==> src/rtl/smg_scan_driver.sv <==
// Multiplexed seven-segment scan driver: a per-frame shadowed hex display with
// leading-zero blanking, decimal points and PWM brightness control.
module smg_scan_driver #(
    parameter int DIGITS         = 6,
    parameter int SCAN_DIV       = 50000,
    parameter bit SEG_ACTIVE_LOW = 1'b1,
    parameter bit SEL_ACTIVE_LOW = 1'b1
) (
    input  logic                  CLK,
    input  logic                  RST,
    input  logic [4*DIGITS-1:0]   Number_Sig,
    input  logic [DIGITS-1:0]     DP_Sig,
    input  logic                  Blank_LZ,
    input  logic [3:0]            Bright,
    output logic [7:0]            SMG_Data,
    output logic [DIGITS-1:0]     Scan_Sig,
    output logic                  Frame_Done
);

    localparam int CNT_W = (SCAN_DIV > 1) ? $clog2(SCAN_DIV) : 1;
    localparam logic [7:0]        SEG_MASK = SEG_ACTIVE_LOW ? 8'hFF : 8'h00;
    localparam logic [DIGITS-1:0] SEL_MASK = SEL_ACTIVE_LOW ? {DIGITS{1'b1}} : {DIGITS{1'b0}};

    logic [CNT_W-1:0]    div_cnt;
    logic [2:0]          dig_idx;
    logic [3:0]          pwm_cnt;
    logic [4*DIGITS-1:0] sh_num;
    logic [DIGITS-1:0]   sh_dp;
    logic                sh_blank;

    logic                slot_end;
    logic                frame_end;
    logic [3:0]          nib_p0;
    logic [4*DIGITS-1:0] upper_p0;
    logic                blank_p0;
    logic [7:0]          pat_p0;
    logic [DIGITS-1:0]   onehot_p0;
    logic                sel_on_p0;

    logic [7:0]          seg_p1;
    logic [DIGITS-1:0]   sel_p1;

    function automatic logic [6:0] seg7(input logic [3:0] n);
        logic [6:0] s;
        case (n)
            4'h0: s = 7'h3F;
            4'h1: s = 7'h06;
            4'h2: s = 7'h5B;
            4'h3: s = 7'h4F;
            4'h4: s = 7'h66;
            4'h5: s = 7'h6D;
            4'h6: s = 7'h7D;
            4'h7: s = 7'h07;
            4'h8: s = 7'h7F;
            4'h9: s = 7'h6F;
            4'hA: s = 7'h77;
            4'hB: s = 7'h7C;
            4'hC: s = 7'h39;
            4'hD: s = 7'h5E;
            4'hE: s = 7'h79;
            default: s = 7'h71;
        endcase
        return s;
    endfunction

    // Stage p0: decode the current digit from shadow state only
    always_comb begin
        slot_end  = (div_cnt == CNT_W'(SCAN_DIV - 1));
        frame_end = slot_end && (dig_idx == 3'(DIGITS - 1));
        nib_p0    = sh_num[{dig_idx, 2'b00} +: 4];
        // Digit is a leading zero when it and every higher nibble are zero
        upper_p0  = sh_num >> {dig_idx, 2'b00};
        blank_p0  = sh_blank && (dig_idx != 3'd0) && (upper_p0 == '0);
        pat_p0    = {sh_dp[dig_idx], blank_p0 ? 7'h00 : seg7(nib_p0)};
        onehot_p0 = DIGITS'(1) << dig_idx;
        sel_on_p0 = (pwm_cnt <= Bright);
    end

    assign Frame_Done = frame_end && !RST;

    // Stage p1: scan counters, frame shadowing and registered outputs
    always_ff @(posedge CLK) begin
        if (RST) begin
            div_cnt  <= '0;
            dig_idx  <= 3'd0;
            pwm_cnt  <= 4'd0;
            sh_num   <= '0;
            sh_dp    <= '0;
            sh_blank <= 1'b0;
            seg_p1   <= SEG_MASK;
            sel_p1   <= SEL_MASK;
        end else begin
            pwm_cnt <= pwm_cnt + 4'd1;
            if (slot_end) begin
                div_cnt <= '0;
                dig_idx <= (dig_idx == 3'(DIGITS - 1)) ? 3'd0 : dig_idx + 3'd1;
            end else begin
                div_cnt <= div_cnt + CNT_W'(1);
            end
            if (frame_end) begin
                sh_num   <= Number_Sig;
                sh_dp    <= DP_Sig;
                sh_blank <= Blank_LZ;
            end
            // Segments go dark together with the select so no ghosting leaks out
            if (sel_on_p0) begin
                seg_p1 <= pat_p0 ^ SEG_MASK;
                sel_p1 <= onehot_p0 ^ SEL_MASK;
            end else begin
                seg_p1 <= SEG_MASK;
                sel_p1 <= SEL_MASK;
            end
        end
    end

    assign SMG_Data = seg_p1;
    assign Scan_Sig = sel_p1;

endmodule
==> config.mk <==
export PLATFORM = sky130hd
export DESIGN_NAME = smg_scan_driver
export DESIGN_NICKNAME = d
export VERILOG_FILES = /design/src/rtl/smg_scan_driver.sv
export SDC_FILE = /design/constraint.sdc
export NUM_CORES = 1
export LEC_CHECK = 0
export ABC_AREA = 1
export CAP_MARGIN = 25
export CORE_ASPECT_RATIO = 1.75
export CORE_MARGIN = 2
export CORE_UTILIZATION = 50
export CTS_BUF_LIST = sky130_fd_sc_hd__clkbuf_16
export DETAILED_ROUTE_END_ITERATION = 12
export PLACE_DENSITY = 0.75
export SYNTH_ARGS = -nofsm -noshare
export SYNTH_HDL_FRONTEND = slang
export SYNTH_SLANG_ARGS = --single-unit
==> constraint.sdc <==
create_clock -name CLK -period 4.2 [get_ports CLK]
set_input_delay 0.42 -clock CLK [delete_from_list [all_inputs] [get_ports CLK]]
set_output_delay 0.42 -clock CLK [all_outputs]
set_load 0.02 [all_outputs]
Word level (Yosys, flattened, before mapping)

Memories as Yosys holds them, arrays and structs flattened.
Cells that the tools add are included.

Flip-flop bits (word level): 68
ROM bits: 112
Input port bits: 37
Logic and storage cells: 35
Memories kept: 1

Memory list:

| name             | depth | bits a word | read ports | clocked after Yosys merged registers in | write ports | line | RTL |
|---|---|---|---|---|---|---|---|
| (name not given) | 16    | 7           | 1          | 0                                       | 0           | 45   | `case (n)` |

Add/subtract/negate cells: 3
$lt $le $gt $ge: 2
Eq/ne operators: 2
Shift operators: 3
Multiplexer cells: 4
Bitwise gates (word level): 3
Reduce and logical (&&, ||, !) cells: 9

Operators by type and width:

| kind                                               | number |
|---|---|
| zero test 24 bit                                   | 1 |
| variable part select 24 x 6 -> 4 bit               | 1 |
| right shift 24 x 5 -> 24 bit                       | 1 |
| adder 16 x 1 -> 16 bit, second input constant      | 1 |
| equality test 16 bit, second input constant        | 1 |
| inverter 8 bit                                     | 1 |
| two-way mux 7 bit                                  | 1 |
| inverter 6 bit                                     | 1 |
| left shift 1 x 3 -> 6 bit, first input constant    | 1 |
| adder 4 x 1 -> 4 bit, second input constant        | 1 |
| less-or-equal comparator 4 bit                     | 1 |
| logical AND 1 bit                                  | 4 |
| < comparator 3 x 4 -> 1 bit, second input constant | 1 |
| OR reduction 2 bit                                 | 2 |
| adder 3 x 1 -> 3 bit, second input constant        | 1 |
| binary-select mux 1 bit (select 3 bit)             | 1 |
| equality test 3 bit, second input constant         | 1 |
| two-way mux 3 bit                                  | 1 |
| nonzero test 3 bit                                 | 1 |
| zero test 1 bit                                    | 1 |
| two-way mux 1 bit                                  | 1 |
| inverter 1 bit                                     | 1 |

Depth between registers and ports, before layout

Gate-level depths: netlist (run 1).

Depth after elaboration: 5
Gate-level depth with buffers: 17

Worst setup path before layout (run 1)

No wires, ideal clock.

Path kind: register to register
From: reg dig_idx[0]
To: reg seg_p1[6], in the netlist SMG_Data[6]
Library setup time: 62 ps
Arrival time: 1778 ps
Required time: 4138 ps
Setup slack: 2360 ps
Stages on the path, launching flop included: 13
Path buffers: 2
Period minus slack after synthesis: 1840 ps
Cell sequence: dfxtp_1 > buf_6 > inv_4 > buf_12 > nand2_1 > nand3_1 > nand2_1 > a21oi_1 > ha_1 > o211ai_1 > a21oi_1 > nand2_1 > nand3b_1

Cells in the longest elaborated chain, start to end: 5
Elaborated cells between the ends (all ways): 9
Classes of those cells: 2 x shift; 1 x mux; 1 x bitwise; 4 x reduce/logical; 1 x memory

Ends and longest elaborated chain:

| what                                                             | line | RTL |
|---|---|---|
| start, declared                                                  | 25   | `logic [2:0] dig_idx;` |
| start signal, assigned                                           | 96   | `dig_idx <= (dig_idx == 3'(DIGITS - 1)) ? 3'd0 : dig_idx + 3'd1;` |
| branches (longest 3 deep; another with memory read (16 x 7 bit)) | --   |  |
| two-way mux 7 bit (*)                                            | 74   | `pat_p0 = {sh_dp[dig_idx], blank_p0 ? 7'h00 : seg7(nib_p0)};` |
| inverter 8 bit (no source line) (*)                              | --   |  |
| end signal, assigned                                             | 107  | `seg_p1 <= pat_p0 ^ SEG_MASK;` |
| end, declared                                                    | 40   | `logic [7:0] seg_p1;` |

Every way passes the cells marked *.
A chain may end at the register's enable or synchronous reset.

Final worst setup path (run 1)

From: reg dig_idx[0]
To: out Frame_Done

Cells in the longest elaborated chain, start to end: 3

Ends and longest elaborated chain:

| what                | line | RTL |
|---|---|---|
| equality test 3 bit | 69   | `frame_end = slot_end && (dig_idx == 3'(DIGITS - 1));` |
| logical AND 1 bit   | 69   |  |
| logical AND 1 bit   | 79   | `assign Frame_Done = frame_end && !RST;` |
| end, declared       | 17   | `output logic Frame_Done` |

No other way between the ends.

==> results of run 1 <==
[final timing paths]
kind | from | end | slack, ns | depth (start not counted)
worst max-delay path | dig_idx[0] | Frame_Done | 1.50 | 5
worst min-delay path | div_cnt[0] | div_cnt[0] | 0.46 | 1
worst max register to register | dig_idx[0] | SMG_Data[6] | 1.76 | 11
worst min register to register | div_cnt[0] | div_cnt[0] | 0.46 | 1
[layout make-up]
class	count	area, um^2	share of cell area [%]
clock buffers	9	225.2	5.280
clock inverters	7	83.83	1.965
inverters	47	181.4	4.253
multi-input cells	344	1790	41.98
flip-flops and latches	68	1361	31.92
well taps	84	105.1	2.464
repair buffers	52	518.0	12.14
[registers in the layout, indices dropped and copies added, names as in the netlist]
name      count
SMG_Data      8
Scan_Sig      6
dig_idx       3
div_cnt      16
pwm_cnt       4
sh_blank      1
sh_dp         6
sh_num       24
[stage by stage]
stage	hold WS [ns]	cells	setup slack [ns]	utilization, %
final	0.4552	611	1.500	62.67
after global routing	0.4833	611	1.333	62.67
after CTS	0.4618	611	1.463	62.67
after detailed placement	0.4501	595	1.590	58.13
after global placement	0.4269	595	1.595	58.13
after floorplan	0.4175	477	2.360	-
[layer usage]
metal / up-vias / track usage, % / wire length, um
met2: 64 / 39.47 / 3925
met5: - / 0 / 0
li1: 1623 / - / -
met3: 21 / 5.577 / 267
met4: 0 / 10.61 / 218
met1: 1404 / 22.31 / 2888
[cells in the final DEF, fill, tap and decap left out, types with 3 or more instances in the layout]
master / count
nor2_2: 4
nand3_2: 3
nand2_1: 87
nand2_4: 3
xnor2_1: 3
nor2_1: 95
clkbuf_16: 9
o21ai_0: 10
nand4_1: 9
dfxtp_1: 68
nor3_1: 6
inv_1: 40
o21ai_1: 32
clkinv_1: 3
xor2_1: 3
a21oi_1: 16
clkdlybuf4s50_1: 51
inv_2: 6
nand3_1: 20
nand2_2: 13
o211ai_1: 5
ha_1: 13
[power by group through the flow]
stage               Combinational (W)  Clock [W]  Sequential (W)
global placement            0.0000889          0        0.000676
detailed placement          0.0000910          0        0.000677
global route                 0.000101   0.000810        0.000664
floorplan                   0.0000280          0        0.000685
finish                      0.0000905   0.000772        0.000663
CTS                         0.0000915   0.000787        0.000663
[kinds of logic (layout without fill, tap and decap cells)]
| logic type | count (synthesis) | after routing | share of synthesized area, % |
|---|---|---|---|
| adder cells (fa/ha/maj) | 13 | 13 | 4.640 |
| buffers and inverters | 65 | 115 | 10.10 |
| AO/OA/AOI/OAI | 71 | 71 | 11.24 |
| XOR/XNOR | 6 | 6 | 1.499 |
| AND/OR/NAND/NOR | 254 | 254 | 33.69 |
| flip-flops | 68 | 68 | 38.83 |
[critical path: cells and delay by family, from the launching register on]
family | cells | cell delay, ns
buffers and inverters | 3 | 0.92
flip-flops | 1 | 0.70
AND/OR/NAND/NOR | 2 | 0.34
==> flow_summary_export.csv, run 1 <==
group,metric,value,unit
power_and_ir_drop,switching_share,19.93,%
detailed_routing,vias,3112,
worst_setup_path,crit_chain,"inv_4 > nor2_4 > inv_2 > nor2_1 > clkdlybuf4s50_1",
power_and_ir_drop,power.internal,0.001222,W
power_and_ir_drop,clkPwrFrac,50.6,%
worst_setup_path,cp.required,3.78,ns
synth,synthCells,477,
power_and_ir_drop,p_per_area,357.8,nW/um^2
worst_setup_path,cpPeakStageDelay,0.70,ns
synth,netlist.area_leader.share,38.83,%
synth,synthArstFlopShare,0,%
sta,timing.final.crit_share,64.29,%
clocking,cts_root_buf,"clkbuf_16",
detailed_routing,drc,0,
synth,netlist_area,3506,um^2
power_and_ir_drop,total_power,0.001526,W
worst_setup_path,arrival,2.28,ns
sta,max_freq,370.3,MHz
synth,synth.largest_area_cell,"dfxtp_1",
die,fp.dieArea,7724,um^2
sta,slew_viol_final,0,
clocking,cts_tree,"built",
finish,diodes,0,
grt,grt_max_degree,38,
worst_setup_path,critical_path_class,"reg2out",
power_and_ir_drop,vdd_ir_drop_max,0.2410,mV
placement,gp_routability_congestion,0.9024,
synth,seq_area_frac_synth,38.83,%
finish,area_growth,21.66,%
worst_hold_path,min_path_type,"reg2reg",
detailed_routing,viasPerCell,5.093,
grt,grt-ovfl-total,0,
die,die_h,114.8,um
die,initial_core_util,51.51,%
worst_setup_path,end_kind,"primary output",
sta,skew,0.008145,ns
power_and_ir_drop,static-leakage-power,1.784,nW
synth,synth_edf_count,0,
sta,finalHoldViolCount,0,
synth,syn_avg_cell_area,7.350,um^2
clocking,cts_htree_levels,3,
detailed_routing,drtIter0Drc,183,
grt,grt_pass1_vias,3087,
grt,grt_pass1_wl,12850,um
clocking,cts.path.max_buffers,2,
synth,synth_nets,527,
detailed_routing,drt-pass1-iter-count,4,
clocking,cts_setup_buffers,0,
sta,finalSetupTns,0,ns
run,maxCapViolations,0,
clocking,clock-sinks,68,
finish,layout-drive-gt1-share,10.06,%
die,rows,40,
power_and_ir_drop,power_frac_seq,43.5,%
synth,synth.distinct_cells,43,
sta,worst_pin_slew,0.9187,ns
finish,nets,572,
detailed_routing,routed_wirelength,7299,um
sta,rsz0062_at_grt,"false",
grt,antenna_found_initial,0,
outcome,outcome,"finished clean",
synth,ys_top_cells_by_count,"nor2_1, nand2_1, dfxtp_1",
synth,synth_area_leaders,"dfxtp_1, nor2_1, nand2_1, ha_1, o21ai_1",
placement,dpl.hpwl,5582,um
die,io_pins,52,
detailed_routing,antenna_left,0,
worst_setup_path,slowest_stage,"dfxtp_1",
sta,setup-violations-final,0,
die,core_area,6807,um^2
clocking,path_clk_slew,0.05,ns
finish,final_area,4265,um^2
clocking,clk-insertion-delay-late,0.33,ns
clocking,cts_hold_buffers,0,
worst_setup_path,critPathMaxFanout,20,
placement,port_buffers,51,
power_and_ir_drop,p_comb_share,5.9,%
synth,yosys_warnings,0,
detailed_routing,wl_per_cell,11.95,um
clocking,cts_resized,0,
die,die_x,67.30,um
synth,ys_seq_elements,68,
synth,synth_most_common_cell,"nor2_1",
sta,fin_crit,2.700,ns
sta,relSlewSlack,38.60,%
placement,place_area,3956,um^2
finish,fillers,646,
grt,track_usage,21.73,%
clocking,cts_made_buffers,9,
power_and_ir_drop,p_switching,0.0003041,W
synth,synth_flop_cell,"dfxtp_1",
worst_setup_path,cp-start-kind,"flop",
Note: power is estimated with default switching activity, not from simulation.
==> run 2: changes to the inputs <==
clock period = 2.75 ns   (was 4.2 ns; I/O delays follow)
==> run 2 against run 1 <==
Effect of this change: sequential power increased by 52%; design area rose by 1.1%; combinational power is 54% higher; count of clock-buffer cells in the layout did not move; die area unchanged; hold slack got worse by 0.0037 ns.
==> flow_summary_export.csv, run 2 (same netlist as run 1, synthesis figures left out) <==
group,metric,value,unit
grt,grt-ovfl-total,0,
detailed_routing,drc,0,
worst_setup_path,crit_chain,"inv_4 > nand2_1 > nand2_1 > nand2_1 > nand2_1 > a21oi_1 > ha_1 > o211ai_1 > a21oi_1 > nand2_1 > nand3b_1",
grt,grt_max_degree,37,
power_and_ir_drop,p_per_area,548.5,nW/um^2
clocking,clk-insertion-delay-late,0.34,ns
power_and_ir_drop,total_power,0.002365,W
die,rows,40,
power_and_ir_drop,vdd_ir_drop_max,0.3726,mV
worst_setup_path,end_kind,"flop",
sta,whs,0.4515,ns
finish,diodes,0,
worst_setup_path,cpMostUsedCell,"nand2_1",
finish,nets,577,
sta,setup_slack,0.4853,ns
clocking,cts_hold_buffers,0,
die,fp.dieArea,7724,um^2
sta,finalHoldViolCount,0,
power_and_ir_drop,power.internal,0.001875,W
sta,fin_crit,2.265,ns
clocking,cts_resized,0,
die,core_area,6807,um^2
detailed_routing,antenna_left,0,
power_and_ir_drop,clkPwrFrac,51.3,%
finish,final_common_cell,"nor2_1",
power_and_ir_drop,p_comb_share,5.9,%
placement,place_inst,600,
sta,setup-violations-final,0,
clocking,cts.path.max_buffers,2,
detailed_routing,vias,3124,
worst_hold_path,holdPathStages,1,
grt,track_usage,22.14,%
sta,max_freq,441.6,MHz
sta,slew_viol_final,0,
worst_setup_path,cp-start-kind,"flop",
detailed_routing,wl_per_cell,12.03,um
grt,grt_pass1_vias,3068,
clocking,cts_root_buf,"clkbuf_16",
sta,relSlewSlack,66.36,%
clocking,cts_tree,"built",
grt,grt_pass1_wl,13080,um
sta,rsz0062_at_grt,"false",
finish,area_growth,22.98,%
power_and_ir_drop,static-leakage-power,1.825,nW
clocking,path_clk_slew,0.05,ns
die,die_x,67.30,um
run,maxCapViolations,0,
clocking,cts_setup_buffers,0,
finish,final_cell_mix,"nor2_1, nand2_1, dfxtp_1",
sta,worst_pin_slew,0.5034,ns
worst_setup_path,cpPeakStageDelay,0.53,ns
worst_setup_path,cp.required,3.02,ns
worst_setup_path,reg2reg_depth,11,
grt,antenna_found_initial,0,
finish,largest_reg_flops,24,
detailed_routing,drt-pass1-iter-count,4,
finish,top_register,"sh_num",
finish,layout-drive-gt1-share,11.47,%
power_and_ir_drop,switching_share,20.74,%
sta,finalSetupTns,0,ns
clocking,cts_made_buffers,9,
sta,skew,0.004760,ns
clocking,clock-sinks,68,
clocking,cts_htree_levels,3,
detailed_routing,drtIter0Drc,151,
worst_setup_path,critical_path_class,"reg2reg",
placement,port_buffers,51,
worst_setup_path,slowest_stage,"dfxtp_1",
sta,timing.final.crit_share,82.35,%
die,initial_core_util,51.51,%
worst_setup_path,regToRegSetupSlack,0.49,ns
placement,pre_cts_ws,0.5513,ns
die,io_pins,52,
worst_setup_path,arrival,2.54,ns
worst_hold_path,min_path_type,"reg2reg",
detailed_routing,routed_wirelength,7412,um
power_and_ir_drop,power_frac_seq,42.8,%
placement,gp_routability_congestion,0.9160,
outcome,outcome,"finished clean",
worst_setup_path,critPathMaxFanout,20,
detailed_routing,viasPerCell,5.071,
placement,dpl.hpwl,5651,um
power_and_ir_drop,p_switching,0.0004905,W
die,die_h,114.8,um
finish,instances_no_fill,616,
[run 2: path summary, 6_finish.rpt]
kind                                 start          end
worst min-delay path            div_cnt[0]   div_cnt[0]
worst min register to register  div_cnt[0]   div_cnt[0]
worst max-delay path            dig_idx[0]  SMG_Data[6]
worst max register to register  dig_idx[0]  SMG_Data[6]
[run 2: final cells by class]
class	instances	area (um^2)
fillers	610	2495
repair buffers	57	558.0
well taps	84	105.1
clock inverters	7	90.09
multi-input cells	344	1790
flip-flops and latches	68	1361
inverters	47	181.4
clock buffers	9	225.2
[run 2: critical path: cells and delay by family, from the launching register on]
| family | cells | cell delay [ns] |
|---|---|---|
| adder cells (fa/ha/maj) | 1 | 0.25 |
| AO/OA/AOI/OAI | 3 | 0.72 |
| buffers and inverters | 1 | 0.18 |
| AND/OR/NAND/NOR | 6 | 0.52 |
| flip-flops | 1 | 0.53 |
[run 2: per-layer routing]
metal  global-route usage [%]  routed length (um)  part of all wire, %
met1                    23.65                2971                   40
met2                    38.68                3873                   52
met3                    3.131                 236                  3.2
met4                    15.51                 331                  4.5
met5                        0                   0                    0
[run 2: power groups by stage]
stage | clock network (W) | registers [W] | logic (W)
floorplan | 0 | 0.00105 | 0.0000427
global placement | 0 | 0.00103 | 0.000136
detailed placement | 0 | 0.00103 | 0.000140
CTS | 0.00123 | 0.00101 | 0.000141
global route | 0.00127 | 0.00101 | 0.000156
finish | 0.00121 | 0.00101 | 0.000139
[run 2: through the flow]
| stage | instance area (um^2) | util, % |
|---|---|---|
| finish | 4312 | 63.35 |
| global route | 4312 | 63.35 |
| CTS | 4309 | 63.31 |
| detailed placement | 3994 | 58.68 |
| global placement | 3994 | 58.68 |
| floorplan | 3506 | - |
==> run 3: changes to the inputs <==
CORE_UTILIZATION = 49   (was 50)
PLACE_DENSITY = 0.76   (was 0.75)
clock period = 2 ns   (was 2.75 ns; I/O delays follow)
==> run 3 against run 2 <==
Effect of this change: via count up 1.9%; critical path depth down 2; register-to-register slack worse by 0.34 ns; hold slack worse by 0.0026 ns; fmax up 22%; flip-flop and latch count unchanged; non-clock buffer count up 18; clock power up 35%; sequential share of layout area down 1.1 points; critical path type unchanged; largest power group unchanged.
==> flow_summary_export.csv, run 3 (same netlist as run 1, synthesis figures left out) <==
group,metric,value,unit
clocking,path_clk_slew,0.05,ns
finish,fillers,644,
clocking,cts.path.max_buffers,2,
worst_hold_path,holdPathEnd,"sh_num[21]",
clocking,clock-sinks,68,
power_and_ir_drop,static-leakage-power,1.907,nW
grt,track_usage,22.40,%
sta,relSlewSlack,62.97,%
die,io_pins,52,
sta,fin_crit,1.856,ns
finish,ff_latch_area,1368,um^2
detailed_routing,viasPerCell,5.019,
sta,worst_pin_slew,0.5541,ns
die,initial_core_util,50.76,%
die,rows,40,
worst_setup_path,cpPeakStageDelay,0.45,ns
finish,nets,595,
finish,final_common_cell,"nor2_1",
detailed_routing,routed_wirelength,7820,um
clocking,cts_made_buffers,9,
worst_setup_path,path_depth,9,
finish,multi_input_area,1802,um^2
finish,top_register,"sh_num",
run,maxCapViolations,0,
sta,setup-violations-final,0,
outcome,outcome,"finished clean",
finish,layout-drive-gt1-share,14.73,%
worst_setup_path,crit_family,"simple AND/OR/NAND/NOR gates",
placement,port_buffers,51,
sta,max_freq,538.8,MHz
die,die_x,67.94,um
worst_setup_path,critical_path_class,"reg2reg",
placement,place_area,4139,um^2
sta,slew_viol_final,0,
power_and_ir_drop,p_per_area,718.3,nW/um^2
sta,skew,0.007166,ns
sta,whs,0.4490,ns
worst_setup_path,cp.required,2.19,ns
detailed_routing,drt-pass1-iter-count,4,
clocking,clk-insertion-delay-late,0.33,ns
die,fp.dieArea,7874,um^2
worst_setup_path,cp-start-kind,"flop",
worst_setup_path,regToRegSetupSlack,0.14,ns
finish,final_area,4481,um^2
placement,dpl.hpwl,5973,um
worst_setup_path,critPathBufInv,3,
finish,final_core_util,64.87,%
worst_hold_path,worstHoldStart,"Number_Sig[21]",
worst_setup_path,critPathLaunch,"div_cnt[0]",
grt,antenna_found_initial,0,
clocking,cts_htree_levels,3,
worst_setup_path,critPathMaxFanout,15,
worst_setup_path,end_kind,"flop",
placement,gp_routability_congestion,0.9126,
worst_setup_path,arrival,2.05,ns
detailed_routing,wl_per_cell,12.33,um
die,core_area,6907,um^2
detailed_routing,antenna_left,0,
finish,final_cell_mix,"nor2_1, nand2_1, dfxtp_1",
grt,grt_pass1_wl,13500,um
worst_hold_path,min_path_type,"in2reg",
sta,finalHoldViolCount,0,
worst_setup_path,crit_chain,"ha_1 > nand3_1 > inv_2 > nand2_2 > buf_4 > inv_2 > nand3b_4 > nand2_1 > o22ai_1",
finish,diodes,0,
finish,area_growth,27.80,%
worst_setup_path,cpMostUsedCell,"inv_2",
die,die_h,115.9,um
worst_setup_path,timing.rr.end,"dig_idx[2]",
worst_setup_path,slowest_stage,"nand2_1",
clocking,cts_tree,"built",
sta,timing.final.crit_share,92.80,%
finish,largest_reg_flops,24,
detailed_routing,drc,0,
grt,grt_pass1_vias,3172,
worst_setup_path,reg2reg_depth,9,
detailed_routing,drtIter0Drc,131,
worst_setup_path,reg2reg_from,"div_cnt[0]",
clocking,cts_root_buf,"clkbuf_16",
worst_hold_path,holdPathStages,3,
grt,grt_max_degree,33,
power_and_ir_drop,vdd_ir_drop_max,0.5127,mV
grt,grt-ovfl-total,0,
detailed_routing,vias,3182,
[run 3: timing repair]
action                     CTS  global route
buffers inserted             0             2
hold endpoints to repair     0             0
pin swaps                    0             1
gates resized for setup      4             8
hold buffers                 0             0
cloned                       0             0
setup endpoints to repair    1             8
[run 3: area by class of cell]
type / instances / area share [%]
sequential: 68 / 30.52
inverter: 47 / 4.105
clock inverter: 7 / 1.871
tap: 84 / 2.346
timing repair buffer: 75 / 15.92
clock buffer: 9 / 5.027
multi-input combinational: 344 / 40.21
[run 3: metal layers]
metal	routed length [um]	GRT usage (%)
met1	3076	22.72
met4	160	10.27
met2	4380	41.68
met3	203	4.951
met5	0	0
[run 3: worst max path at each step]
stage                  endpoint  slack (ns)
floorplan           SMG_Data[6]        0.16
global placement    SMG_Data[6]        0.03
detailed placement  SMG_Data[6]      -0.006
CTS                 SMG_Data[2]        0.05
global route        SMG_Data[2]      -0.006
finish               dig_idx[2]        0.14
[run 3: report_power, final]
part           total [W]  internal [W]  switching, W
registers        0.00139       0.00138     0.0000115
clock network    0.00163       0.00107      0.000551
logic           0.000202      0.000118     0.0000841
[run 3: metrics by stage]
stage	instances	TNS, ns	power [W]	worst slack (ns)
after floorplan	477	0	0.001498	0.1601
after global placement	616	0	0.001617	0.03315
after detailed placement	616	-0.006378	0.001624	-0.006378
after CTS	632	0	0.003247	0.04612
after global routing	634	-0.007550	0.003324	-0.006117
final	634	0	0.003219	0.1441
[run 3: tightest hold or removal path: stages]
cell and delay (ns):
clkdlybuf4s50_1 0.40, nor2_1 0.10, nor2_1 0.04
